File: config.mk
export PLATFORM = sky130hd
export DESIGN_NAME = battleship_tx_framer
export DESIGN_NICKNAME = d
export VERILOG_FILES = /design/src/rtl/battleship_link_pkg.sv /design/src/rtl/char_sent_edge.sv /design/src/rtl/battleship_tx_framer.sv
export SDC_FILE = /design/constraint.sdc
export NUM_CORES = 1
export LEC_CHECK = 0
export CORE_AREA = 5 5 102 80
export CTS_CLUSTER_SIZE = 12
export DETAILED_ROUTE_END_ITERATION = 10
export DIE_AREA = 0 0 107 85
export GPL_TIMING_DRIVEN = 0
export PLACE_DENSITY = 0.68
export SYNTH_ARGS = -nofsm -noshare
export SYNTH_HDL_FRONTEND = slang
export SYNTH_SLANG_ARGS = --single-unit
File: constraint.sdc
create_clock -name clk -period 5.9 [get_ports clk]
set_clock_uncertainty 0.15 [all_clocks]
set_input_delay 1.18 -clock clk [delete_from_list [all_inputs] [get_ports clk]]
set_output_delay 1.18 -clock clk [all_outputs]
set_load 0.03 [all_outputs]
File: src/rtl/battleship_link_pkg.sv
// Shared definitions for the battleship serial link: packet framing constants,
// message encodings and the framer state type.
package battleship_link_pkg;

    localparam logic [7:0] SYNC_BYTE = 8'hA5;

    localparam logic [1:0] MSG_SHOT = 2'd0;
    localparam logic [1:0] MSG_HIT  = 2'd1;
    localparam logic [1:0] MSG_MISS = 2'd2;
    localparam logic [1:0] MSG_SUNK = 2'd3;

    localparam int PKT_LEN = 4;

    typedef enum logic [2:0] {
        IDLE,
        SETUP,
        LOAD,
        SEND,
        GAP
    } link_state_e;

    function automatic logic [7:0] pkt_checksum(input logic [7:0] b0,
                                                input logic [7:0] b1,
                                                input logic [7:0] b2);
        return b0 ^ b1 ^ b2;
    endfunction

endpackage

File: src/rtl/char_sent_edge.sv
// Rise detector for the serial block's charSent window; the previous-level
// register updates every cycle so a level already high never reads as a rise.
module char_sent_edge (
    input  logic clk,
    input  logic reset,
    input  logic level,
    output logic rise
);

    logic prev;

    always_ff @(posedge clk) begin
        if (reset) prev <= 1'b0;
        else       prev <= level;
    end

    assign rise = level & ~prev;

endmodule

File: src/rtl/battleship_tx_framer.sv
// Frames one game message into SYNC/{row,col}/type/checksum and hands it to the
// UART serial block a byte at a time over the load/transmitEnable/charSent handshake.
module battleship_tx_framer
    import battleship_link_pkg::*;
#(
    parameter int GAP_CYCLES     = 400,
    parameter int TIMEOUT_CYCLES = 65536,
    parameter int MAX_COORD      = 9
) (
    input  logic       clk,
    input  logic       reset,
    input  logic       msgValid,
    output logic       msgReady,
    input  logic [1:0] msgType,
    input  logic [3:0] row,
    input  logic [3:0] col,
    input  logic       charSent,
    output logic [7:0] parDataOut,
    output logic       load,
    output logic       transmitEnable,
    output logic       busy,
    output logic       txDone,
    output logic       txError
);

    localparam int GW = (GAP_CYCLES > 1) ? $clog2(GAP_CYCLES) : 1;
    localparam int TW = (TIMEOUT_CYCLES > 1) ? $clog2(TIMEOUT_CYCLES) : 1;
    localparam logic [GW-1:0] GAP_LAST  = GW'(GAP_CYCLES - 1);
    localparam logic [TW-1:0] TMO_LAST  = TW'(TIMEOUT_CYCLES - 1);
    localparam logic [3:0]    COORD_MAX = 4'(MAX_COORD);
    localparam logic [1:0]    LAST_IDX  = 2'(PKT_LEN - 1);

    link_state_e           state;
    logic [1:0]            idx;
    // b0 is the constant sync byte, so only bytes 1..3 are stored.
    logic [PKT_LEN-1:1][7:0] tail;
    logic [GW-1:0]         gap_cnt;
    logic [TW-1:0]         tmo_cnt;
    logic                  char_rise;
    logic                  coord_ok;
    logic [7:0]            b1;
    logic [7:0]            b2;

    assign b1       = {row, col};
    assign b2       = {6'b0, msgType};
    assign coord_ok = (row <= COORD_MAX) && (col <= COORD_MAX);
    assign msgReady = (state == IDLE);

    char_sent_edge u_edge (
        .clk   (clk),
        .reset (reset),
        .level (charSent),
        .rise  (char_rise)
    );

    always_ff @(posedge clk) begin
        if (reset) begin
            state          <= IDLE;
            idx            <= '0;
            tail           <= '0;
            gap_cnt        <= '0;
            tmo_cnt        <= '0;
            parDataOut     <= 8'h00;
            load           <= 1'b0;
            transmitEnable <= 1'b0;
            busy           <= 1'b0;
            txDone         <= 1'b0;
            txError        <= 1'b0;
        end else begin
            load    <= 1'b0;
            txDone  <= 1'b0;
            txError <= 1'b0;
            case (state)
                IDLE: begin
                    if (msgValid) begin
                        if (!coord_ok) begin
                            txError <= 1'b1;
                        end else begin
                            tail       <= {pkt_checksum(SYNC_BYTE, b1, b2), b2, b1};
                            idx        <= '0;
                            parDataOut <= SYNC_BYTE;
                            busy       <= 1'b1;
                            state      <= SETUP;
                        end
                    end
                end
                // Data is already stable here; the strobe comes one edge later.
                SETUP: begin
                    load  <= 1'b1;
                    state <= LOAD;
                end
                LOAD: begin
                    transmitEnable <= 1'b1;
                    tmo_cnt        <= '0;
                    state          <= SEND;
                end
                SEND: begin
                    if (char_rise) begin
                        transmitEnable <= 1'b0;
                        gap_cnt        <= '0;
                        state          <= GAP;
                    end else if (tmo_cnt == TMO_LAST) begin
                        transmitEnable <= 1'b0;
                        busy           <= 1'b0;
                        txError        <= 1'b1;
                        state          <= IDLE;
                    end else begin
                        tmo_cnt <= tmo_cnt + TW'(1);
                    end
                end
                // Counter saturates; a charSent still high holds us here.
                GAP: begin
                    if (gap_cnt != GAP_LAST) begin
                        gap_cnt <= gap_cnt + GW'(1);
                    end else if (!charSent) begin
                        if (idx == LAST_IDX) begin
                            busy   <= 1'b0;
                            txDone <= 1'b1;
                            state  <= IDLE;
                        end else begin
                            idx        <= idx + 2'd1;
                            parDataOut <= tail[idx + 2'd1];
                            state      <= SETUP;
                        end
                    end
                end
                default: state <= IDLE;
            endcase
        end
    end

endmodule

=== After elaboration in Yosys (flattened, before gate mapping) ===
Cells that the tools add are included.

* Bits in registers: 62
* Input port bits: 14
* Output and inout port bits: 14
* Word-level logic and storage cells: 103

* Add/sub/neg operators: 3
* Order comparisons: 3
* Equal/unequal tests: 19
* Muxes and demuxes: 45
* Bitwise operators: 5
* Reduce and logical (&&, ||, !) cells: 14

{| class="wikitable"
|+ Operators with widths
! cell !! number
|-
| 8-bit 2-to-1 mux || 6
|-
| 16-bit 2-to-1 mux || 2
|-
| 16-bit case mux with 2 select lines || 1
|-
| 2-bit != test (second input constant) || 10
|-
| 3-bit 2-to-1 mux || 6
|-
| 9-bit 2-to-1 mux || 2
|-
| 9-bit case mux with 2 select lines || 1
|-
| 16-bit by 1-bit adder with 16-bit output (second input constant) || 1
|-
| 8-bit binary-select mux with 2-bit select || 1
|-
| 16-bit == test (second input constant) || 1
|-
| 8-bit case mux with 2 select lines || 1
|-
| 1-bit 2-to-1 mux || 15
|-
| 3-bit case mux with 5 select lines || 1
|-
| 2-bit 2-to-1 mux || 5
|-
| 9-bit by 1-bit adder with 9-bit output (second input constant) || 1
|-
| 9-bit != test (second input constant) || 1
|-
| 3-bit AND reduction || 3
|-
| 4-bit <= comparator (second input constant) || 2
|-
| 8-bit AND reduction || 1
|-
| 8-bit by 2-bit XOR with 8-bit output || 1
|-
| 3-bit by 2-bit == test with 1-bit output (second input constant) || 2
|-
| 6-bit AND reduction || 1
|-
| 2-bit nonzero test || 3
|-
| 5-bit AND reduction || 1
|-
| 18 further kinds || 20
|}

=== Logic depth before layout (Yosys ltp) ===
* Depth in word-level cells: 7
* Depth in mapped cells: 7
* Gate-level depth less buffers: 6

=== Hierarchy ===
Synthesis repeated with hierarchy kept, for this count alone.

* Cell total of the unflattened synthesis: 317
* Area, all modules: 2847.7 um^2

{| class="wikitable"
|+ By module, submodules not included
! module !! instances !! cells an instance !! area each (um^2)
|-
| battleship_tx_framer || 1 || 314 || 2800.2
|-
| char_sent_edge || 1 || 3 || 47.5
|}

=== Least setup slack after synthesis ===
No wires, ideal clock.

* Path kind: register to output
* Start point: reg state[2]
* End point: out msgReady
* Arrival time: 1228 ps
* Data required time: 4570 ps
* Slack: 3342 ps
* Stages on the path, launching flop included: 3
* Path through: dfxtp_1 -> clkbuf_1 -> nor3_1

* Cells in the longest elaborated chain, start to end: 1

{| class="wikitable"
|+ RTL lines
! item !! line !! source
|-
| start: declaration || battleship_tx_framer.sv:33 || <nowiki>link_state_e state;</nowiki>
|-
| start signal: assignment || battleship_tx_framer.sv:58 || <nowiki>state <= IDLE;</nowiki>
|-
| start signal: assignment || battleship_tx_framer.sv:83 || <nowiki>state <= SETUP;</nowiki>
|-
| start signal: assignment || battleship_tx_framer.sv:90 || <nowiki>state <= LOAD;</nowiki>
|-
| 3-bit zero test || battleship_tx_framer.sv:47 || <nowiki>assign msgReady = (state == IDLE);</nowiki>
|-
| end: declaration || battleship_tx_framer.sv:13 || <nowiki>output logic msgReady,</nowiki>
|}

No other way between the ends.

=== Worst setup path in the final report ===
Ends and elaborated chain as after synthesis.

==> flow_metrics.env <==
export IMPL_vias=2355
export IMPL_synth_xor_area_share_pct=4.497
export IMPL_synth_cell_types=51
export IMPL_maxCapViolations=0
export IMPL_io_buffers=27
export IMPL_synth_edf_count=0
export IMPL_synth_top_cell_area_share_pct=43.32
export IMPL_cts_tree="done"
export IMPL_antennaDiodeCount=0
export IMPL_synth_compound_area_share_pct=11.34
export IMPL_cts_sink_count=59
export IMPL_antenna_found_initial=0
export IMPL_synth_seq_area_share_pct=43.32
export IMPL_synth_fp_nets=331
export IMPL_final_common_cell="dfxtp_1"
export IMPL_insertion_delay_ns=0.33
export IMPL_post_cts_repair_setup_buffers=0
export IMPL_finalSetupTns_ns=0
export IMPL_yosysWarnings=0
export IMPL_crit_type="flop to output port"
export IMPL_nFillCells=708
export IMPL_worstPathCellList="clkbuf_1, nor3_1, clkdlybuf4s50_1"
export IMPL_syn_area_mm2=0.002726
export IMPL_muxShareOfSynthArea_pct=7.343
export IMPL_irDropWorstVdd_mv=0.1614
export IMPL_worst_slew_pin_slew_ns=0.5483
export IMPL_synthAdderAreaFrac_pct=1.377
export IMPL_critPathCaptureType="output port"
export IMPL_clock_path_buffers=2
export IMPL_cp_required_ns=4.57
export IMPL_dieWidth_um=107
export IMPL_ctsResizeCount=0
export IMPL_leakagePower_uw=0.001211
export IMPL_power_switching_uw=262.1
export IMPL_power_frac_comb_pct=18.0
export IMPL_die_y_um=85
export IMPL_post_route_min_period_ns=3.274
export IMPL_synthTopCellsByArea="dfxtp_1, mux2i_1, nor2_1, a21oi_1, nand3_1"
export IMPL_status="finished clean"
export IMPL_grt_pass1_wl_mm=10.27
export IMPL_rsz0062_at_grt="false"
export IMPL_grt_max_degree=11
export IMPL_power_uw=951.5
export IMPL_area_growth_pct=20.93
export IMPL_drt_wl_total_mm=6.057
export IMPL_finalCritPeriodShare_pct=55.49
export IMPL_hold_viol=0
export IMPL_ioPinCount=28
export IMPL_fin_nets=369
export IMPL_relSlewSlack_pct=63.44
export IMPL_powerDensity_mw_per_mm2=288.6
export IMPL_hold_path_class="flop to flop"
export IMPL_drive_above_1_share_pct=8.683
export IMPL_syn_inst=314
export IMPL_clkTransAtPathRegs_ns=0.06
export IMPL_wl_per_cell_um=13.64
export IMPL_cts_made_buffers=9
export IMPL_ys_ff_latch=59
export IMPL_yosys_area_share_simple_pct=28.87
export IMPL_rows=27
export IMPL_grt_pass1_vias=2208
export IMPL_p_int_uw=689.4
export IMPL_power_frac_seq_pct=45.5
export IMPL_crit_fanout=10
export IMPL_synth_avg_cell_area_um2=8.683
export IMPL_holdBufCountCts=0
export IMPL_routed_via_density=5.304
export IMPL_drtPass1Iterations=5
export IMPL_final_cell_mix="dfxtp_1, nor2_1, clkdlybuf4s50_1"
export IMPL_max_freq_ghz=0.3054
export IMPL_synthArstFlopShare_pct=0
export IMPL_place_hpwl_mm=4.350
export IMPL_stdcell_area_mm2=0.003297
export IMPL_drc=0
export IMPL_clkPwrFrac_pct=36.4
export IMPL_critPathMaxStageDelay_ns=0.71
export IMPL_p_sw_share_pct=27.55
export IMPL_drv_slew=0
export IMPL_final_setup_viol_count=0
export IMPL_drtIter0Drc=108
export IMPL_ys_flop_type="dfxtp_1"
export IMPL_grt_overflow=0
export IMPL_holdWs_ns=0.3257
export IMPL_routabilityCongestion=0.7717
export IMPL_start_util_pct=38.43
export IMPL_start_kind="flop"
export IMPL_cp_arrival_ns=1.94
export IMPL_coreArea_mm2=0.007094
export IMPL_yosysTopAreaCell="dfxtp_1"
export IMPL_track_usage_pct=14.01
export IMPL_die_area_mm2=0.009095
export IMPL_cp_slowest_cell="clkdlybuf4s50_1"
export IMPL_htree_levels=3
export IMPL_synth_top_family_by_area="simple AND/OR/NAND/NOR gates"
export IMPL_route_antenna_remaining_nets=0
export IMPL_placed_cell_area_mm2=0.003105
export IMPL_cts_root_buffer="clkbuf_8"
state kept, by name (all words and copies together) (netlist names):
| register | cells |
|---|---|
| transmitEnable | 1 |
| idx | 2 |
| txError | 1 |
| gap_cnt | 9 |
| txDone | 1 |
| parDataOut | 8 |
| state | 3 |
| load | 1 |
| tmo_cnt | 16 |
| u_edge.prev | 1 |
| busy | 1 |
| tail | 15 |
per-layer routing:
layer | GRT usage (%) | vias up | share of wire [%]
met5 | 0 | - | 0
met4 | 4.181 | 0 | 0.66
met3 | 5.247 | 4 | 4.8
met2 | 21.03 | 65 | 45
met1 | 18.77 | 1095 | 50
li1 | - | 1191 | -
worst paths after layout:
check                           startpoint             to  slack (ns)  cells past startpoint
worst max register to register  tmo_cnt[0]     tmo_cnt[8]        3.62                      7
worst max-delay path              state[2]       msgReady        2.63                      3
worst min-delay path               tail[4]  parDataOut[4]        0.33                      2
worst min register to register     tail[4]  parDataOut[4]        0.33                      2
worst max-delay path, delay by kind of cell (launching register included):
| kind | cells | cell delay [ns] |
|---|---|---|
| buffers and inverters | 2 | 0.97 |
| AND/OR/NAND/NOR | 1 | 0.26 |
| flip-flops | 1 | 0.39 |
power groups by stage:
stage               clock [uW]  sequential [uW]  combinational [uW]
global placement             0              441                 171
detailed placement           0              442                 173
finish                     347              433                 172
CTS                        356              433                 173
global route               381              435                 189
floorplan                    0              455                 101
through the flow:
| step | cells | setup slack [ns] | util (%) |
|---|---|---|---|
| after global placement | 428 | 2.534 | 43.77 |
| after global routing | 444 | 2.527 | 46.47 |
| after detailed placement | 428 | 2.500 | 43.77 |
| after CTS | 444 | 2.598 | 46.47 |
| after floorplan | 314 | 3.342 | - |
| final | 444 | 2.626 | 46.47 |
final cells by class:
class,count,area (um2),share of cell area [%]
Multi-Input combinational cell,235,1456,44.17
Sequential cell,59,1181,35.83
Timing Repair Buffer,27,270.3,8.197
Clock buffer,15,186.4,5.655
Tap cell,87,108.9,3.302
Buffer,17,77.57,2.353
Inverter,3,11.26,0.3416
Clock inverter,1,5.005,0.1518
cells by family after synthesis:
| kind of cell | count (synthesis) |
|---|---|
| muxes | 20 |
| buffers and inverters | 20 |
| xor gates and xnor gates | 14 |
| DFF | 59 |
| and+or+nand+nor | 147 |
| adders and majority gates | 3 |
| AOI/OAI and AO/OA | 51 |
cells in the mapped netlist (4+ instances only):
library cell	instances
o211ai_1	4
nand2b_1	7
a21oi_1	23
nor3_1	7
nand3_1	17
nor2_1	50
xnor2_1	9
buf_2	5
or4_1	4
and3_1	5
xor2_1	5
nand2_1	21
nand4_1	7
dfxtp_1	59
mux2i_1	20
o21ai_0	11
or3_1	4
clkbuf_1	8
No activity file was read; power rests on OpenSTA's default activity.
